[config.mk]
export PLATFORM = sky130hd
export DESIGN_NAME = serial_alu_ctrl
export DESIGN_NICKNAME = d
export VERILOG_FILES = /design/src/rtl/serial_alu_ctrl.sv
export SDC_FILE = /design/constraint.sdc
export NUM_CORES = 1
export LEC_CHECK = 0
export ABC_AREA = 1
export ABC_CLOCK_PERIOD_IN_PS = 4500
export BUFFER_PORTS_ARGS = -buffer_cell sky130_fd_sc_hd__buf_2
export CORE_ASPECT_RATIO = 0.5
export CORE_UTILIZATION = 51
export DETAILED_ROUTE_END_ITERATION = 16
export PLACE_DENSITY = 0.8
export SYNTH_ARGS = -nofsm -noshare
export SYNTH_HDL_FRONTEND = slang
export SYNTH_SLANG_ARGS = --single-unit
[constraint.sdc]
create_clock -name clk -period 4.5 [get_ports clk]
set_input_delay 0.675 -clock clk [delete_from_list [all_inputs] [get_ports clk]]
set_output_delay 0.675 -clock clk [all_outputs]
set_load 0.005 [all_outputs]
[src/rtl/serial_alu_ctrl.sv]
// Bit-serial ALU controller: walks an external 1-bit slice LSB-first over WIDTH cycles.
// Define SERIAL_ALU_OVF_EN to add the signed Overflow output.
module serial_alu_ctrl #(
  parameter int WIDTH = 32
) (
  input  logic             clk,
  input  logic             rst,
  input  logic             Start,
  input  logic [1:0]       Op,
  input  logic [WIDTH-1:0] DataA,
  input  logic [WIDTH-1:0] DataB,
  output logic [1:0]       SliceSel,
  output logic             SliceA,
  output logic             SliceB,
  output logic             SliceInvertB,
  output logic             SliceCin,
  input  logic             SliceOut,
  input  logic             SliceCout,
  output logic             Busy,
  output logic             Done,
  output logic [WIDTH-1:0] Result,
  output logic             CarryOut,
  output logic             Zero,
`ifdef SERIAL_ALU_OVF_EN
  output logic             Overflow,
`endif
  output logic [1:0]       state_dbg
);

  localparam int IW = (WIDTH > 2) ? $clog2(WIDTH) : 1;

  typedef enum logic [1:0] {
    IDLE = 2'b00,
    RUN  = 2'b01,
    DONE = 2'b10
  } state_t;

  state_t           state, state_nxt;
  logic [WIDTH-1:0] a_q, b_q, work, res_nxt;
  logic [1:0]       op_q;
  logic [IW-1:0]    idx;
  logic             carry_q;
  logic             last_bit, arith;

  assign last_bit  = (idx == IW'(WIDTH - 1));
  assign arith     = op_q[1];
  assign Busy      = (state == RUN);
  assign Done      = (state == DONE);
  assign state_dbg = state;

  // Handshake: Start is a request that is accepted only at an edge in IDLE (no
  // queueing); Done is a one-cycle pulse, and Result/flags stay valid until the next Done.
  always_ff @(posedge clk or posedge rst) begin
    if (rst) state <= IDLE;
    else     state <= state_nxt;
  end

  always_comb begin
    state_nxt = state;
    case (state)
      IDLE:    if (Start) state_nxt = RUN;
      RUN:     if (last_bit) state_nxt = DONE;
      DONE:    state_nxt = IDLE;
      default: state_nxt = IDLE;
    endcase
  end

  always_comb begin
    SliceSel     = 2'b00;
    SliceA       = 1'b0;
    SliceB       = 1'b0;
    SliceInvertB = 1'b0;
    SliceCin     = 1'b0;
    if (state == RUN) begin
      SliceSel     = arith ? 2'b10 : {1'b0, op_q[0]};
      SliceA       = a_q[idx];
      SliceB       = b_q[idx];
      SliceInvertB = (op_q == 2'b11);
      SliceCin     = (idx == '0) ? (op_q == 2'b11) : carry_q;
    end
  end

  // Partial result with the current slice bit merged in; becomes Result on the last bit.
  always_comb begin
    res_nxt      = work;
    res_nxt[idx] = SliceOut;
  end

  always_ff @(posedge clk or posedge rst) begin
    if (rst) begin
      a_q      <= '0;
      b_q      <= '0;
      op_q     <= 2'b00;
      idx      <= '0;
      carry_q  <= 1'b0;
      work     <= '0;
      Result   <= '0;
      CarryOut <= 1'b0;
      Zero     <= 1'b0;
`ifdef SERIAL_ALU_OVF_EN
      Overflow <= 1'b0;
`endif
    end else begin
      if (state == IDLE && Start) begin
        a_q     <= DataA;
        b_q     <= DataB;
        op_q    <= Op;
        idx     <= '0;
        carry_q <= 1'b0;
      end else if (state == RUN) begin
        work    <= res_nxt;
        carry_q <= SliceCout;
        idx     <= idx + 1'b1;
        if (last_bit) begin
          Result   <= res_nxt;
          CarryOut <= arith & SliceCout;
          Zero     <= (res_nxt == '0);
`ifdef SERIAL_ALU_OVF_EN
          Overflow <= arith & (SliceCin ^ SliceCout);
`endif
        end
      end
    end
  end

endmodule

==> flow_summary.ini <==
[worst_setup_path]
end_kind = output pin
worstSetupStartpointType = flip-flop
r2r_slack_ns = 1.56
crit_start = idx[1]$_DFFE_PP0P_
slowest_stage = dfrtp_1
cp_common_cell = nand2_1
critical_path_buf_inv_count = 2
arrival_ns = 2.57
crit_type = flip-flop to output pin
path_delay_family = flip-flops
r2r_end = Zero$_DFFE_PP0P_
worstPathCellList = inv_1 > o21ai_0 > o22ai_1 > nand2_1 > nand2_1 > nor2_1 > a21oi_1 > buf_2
required_ns = 3.83
r2r_start = idx[1]$_DFFE_PP0P_
max_stage_delay_ns = 1.04
crit_fanout = 33
ff2ff_path_depth = 9

[final_layout]
design_area_um2 = 7870
area_growth_pct = 18.1
post-route-util_pct = 62.0
num_antenna_cells = 0
nNetsFinal = 1045
fin_cells = 1148
drive_gt1_share_pct = 15.8

[global_route]
grt_pass1_vias = 5791
grt_usage_pct = 25.8
grt_start_max_net_pins = 116
grt_pass1_wl_um = 27600
grt_overflow = 0
antenna_found_initial = 0

[synthesis]
ys_ff_latch = 140
ys_seq_area_share_pct = 52.6
synth_top_area_share_pct = 52.6
syn-cell-area_um2 = 6660
synth_ff_type = dfrtp_1
async_flop_share_pct = 100
ys_top_cells_by_area = dfrtp_1 53%, nand2_1 19%, o21ai_0 11%
synth_cell_types = 23
syn-mean-instance-area_um2 = 7.60
synth_edf_count = 0
syn_inst = 877
ys_top_cells_by_count = 344 x nand2_1, 143 x o21ai_0, 140 x dfrtp_1
yosysTopAreaCell = dfrtp_1
yosysMostFrequentCell = nand2_1
synth_nets = 954
yosysWarnings = 0

[timing]
slew_headroom_pct = 28.5
setup_viol = 0
finClkSkew_ns = 0.00709
max_freq_mhz = 308
worst_pin_slew_ns = 1.07
worst_slack_ns = 1.26
post-route-period-util_pct = 72.1
slew_violations = 0
timing.setup.tns_ns = 0
final-hold-violation-count = 0
rsz0062_at_grt = false
fin_crit_ns = 3.24

[routing]
viasPerCell = 5.29
vias = 6077
routed_wl_um = 16400
postRouteAntennaNets = 0
drt_iter0_drc = 514
routedWlPerCell_um = 14.3
drc = 0
first_pass_iters = 5

[floorplanning]
start_util_pct = 52.5
die_h_um = 82.8
io_pins = 115
fp-row-count = 29
die_w_um = 164
core_area_um2 = 12700
die_area_um2 = 13600

[placed_design]
dpl.cell_count = 1119
dp_hpwl_um = 10300
post-place-ws_ns = 1.76
io_buffers = 114
placed_cell_area_um2 = 7290
gp_congestion = 0.907

[clock_network]
cts.sinks = 140
cts.clk_slew.worst_paths_ns = 0.06
clk_latency_ns = 0.41
htree_levels = 4
cts_tree = done
cts.path.max_buffers = 2
postCtsResizedCells = 0
cts_setup_buffers = 0
cts_made_buffers = 17
cts_root_buf = clkbuf_16
cts_hold_buf = 0

[hold_path]
hp-start = DataA[28]
whs_endpoint = a_q[28]$_DFFE_PP0P_
hp-class = primary input to flip-flop
holdPathStages = 3

[pwr]
power_density_nw_per_um2 = 736
irDropWorstVdd_v = 0.000444
p_leak_uw = 0.00403

[flow_run]
maxCapViolCount = 0

[run_status]
status = finished, final reports clean
==> worst reg2reg max path: cells and delay by family (launching register included) <==
kind / cells / cell delay [ns]
simple gates: 7 / 0.73
flops: 1 / 1.04
fa+ha+maj: 1 / 0.72
compound gates: 1 / 0.39
==> power by group <==
group,internal [uW],switching [uW],leakage [uW]
clock network,888,507,0.000288
logic,752,1450,0.00208
registers,1840,363,0.00166
==> cells in the final DEF, fill, tap and decap left out, types with 4 or more instances in the layout <==
| cell | instances |
|---|---|
| a21oi_1 | 17 |
| buf_2 | 114 |
| buf_4 | 6 |
| clkbuf_16 | 17 |
| clkinv_2 | 4 |
| dfrtp_1 | 140 |
| ha_1 | 6 |
| inv_1 | 65 |
| nand2_1 | 343 |
| nand3_1 | 37 |
| nand4_1 | 6 |
| nor2_1 | 51 |
| o21ai_0 | 143 |
| o21bai_1 | 4 |
| o22ai_1 | 4 |
==> registers in the layout (all words and copies together), names as in the netlist <==
name / flops
CarryOut: 1
work: 32
b_q: 32
Zero: 1
Result: 32
state_dbg: 2
idx: 5
carry_q: 1
op_q: 2
a_q: 32
==> metal layers <==
metal	track usage [%]	wire length, um	part of all wire (%)	vias to the layer above
met5	0	0	0	-
met4	8.25	270	1.6	0
met3	6.54	1180	7.2	28
met2	39.9	7690	47	228
met1	35.7	7250	44	2875
li1	-	-	-	2946
==> logic make-up after synthesis <==
logic type	Yosys count	synth area share (%)
flops	140	52.6
fa+ha+maj	6	1.13
buf+inv	117	7.01
compound gates	169	13.0
simple gates	445	26.3
==> metrics by stage <==
| step | hold WS [ns] | total power [uW] |
|---|---|---|
| 2_1_floorplan | 0.444 | 3660 |
| 3_3_place_gp | 0.457 | 4260 |
| 3_5_place_dp | 0.460 | 4340 |
| 4_1_cts | 0.442 | 5790 |
| 5_1_grt | 0.452 | 6250 |
| 6_report | 0.452 | 5790 |
==> worst max path at each step <==
| stage | end | slack (ns) | depth (start not counted) |
|---|---|---|---|
| after floorplan | CarryOut$_DFFE_PP0P_ | 0.07 | 1 |
| after global placement | SliceA | 1.81 | 7 |
| after detailed placement | Zero$_DFFE_PP0P_ | 1.76 | 9 |
| after CTS | SliceA | 1.31 | 8 |
| after global routing | SliceA | 1.02 | 7 |
| final | SliceA | 1.26 | 8 |
==> final cells by class <==
class                   instances  area (um^2)
clock buffers                  21          460
multi-input cells             620         2690
fillers                      1093         4830
repair buffers                120          616
flip-flops and latches        140         3500
inverters                      69          264
clock inverters                 8          119
well taps                     170          213
Note: power is estimated with default switching activity, not from simulation.
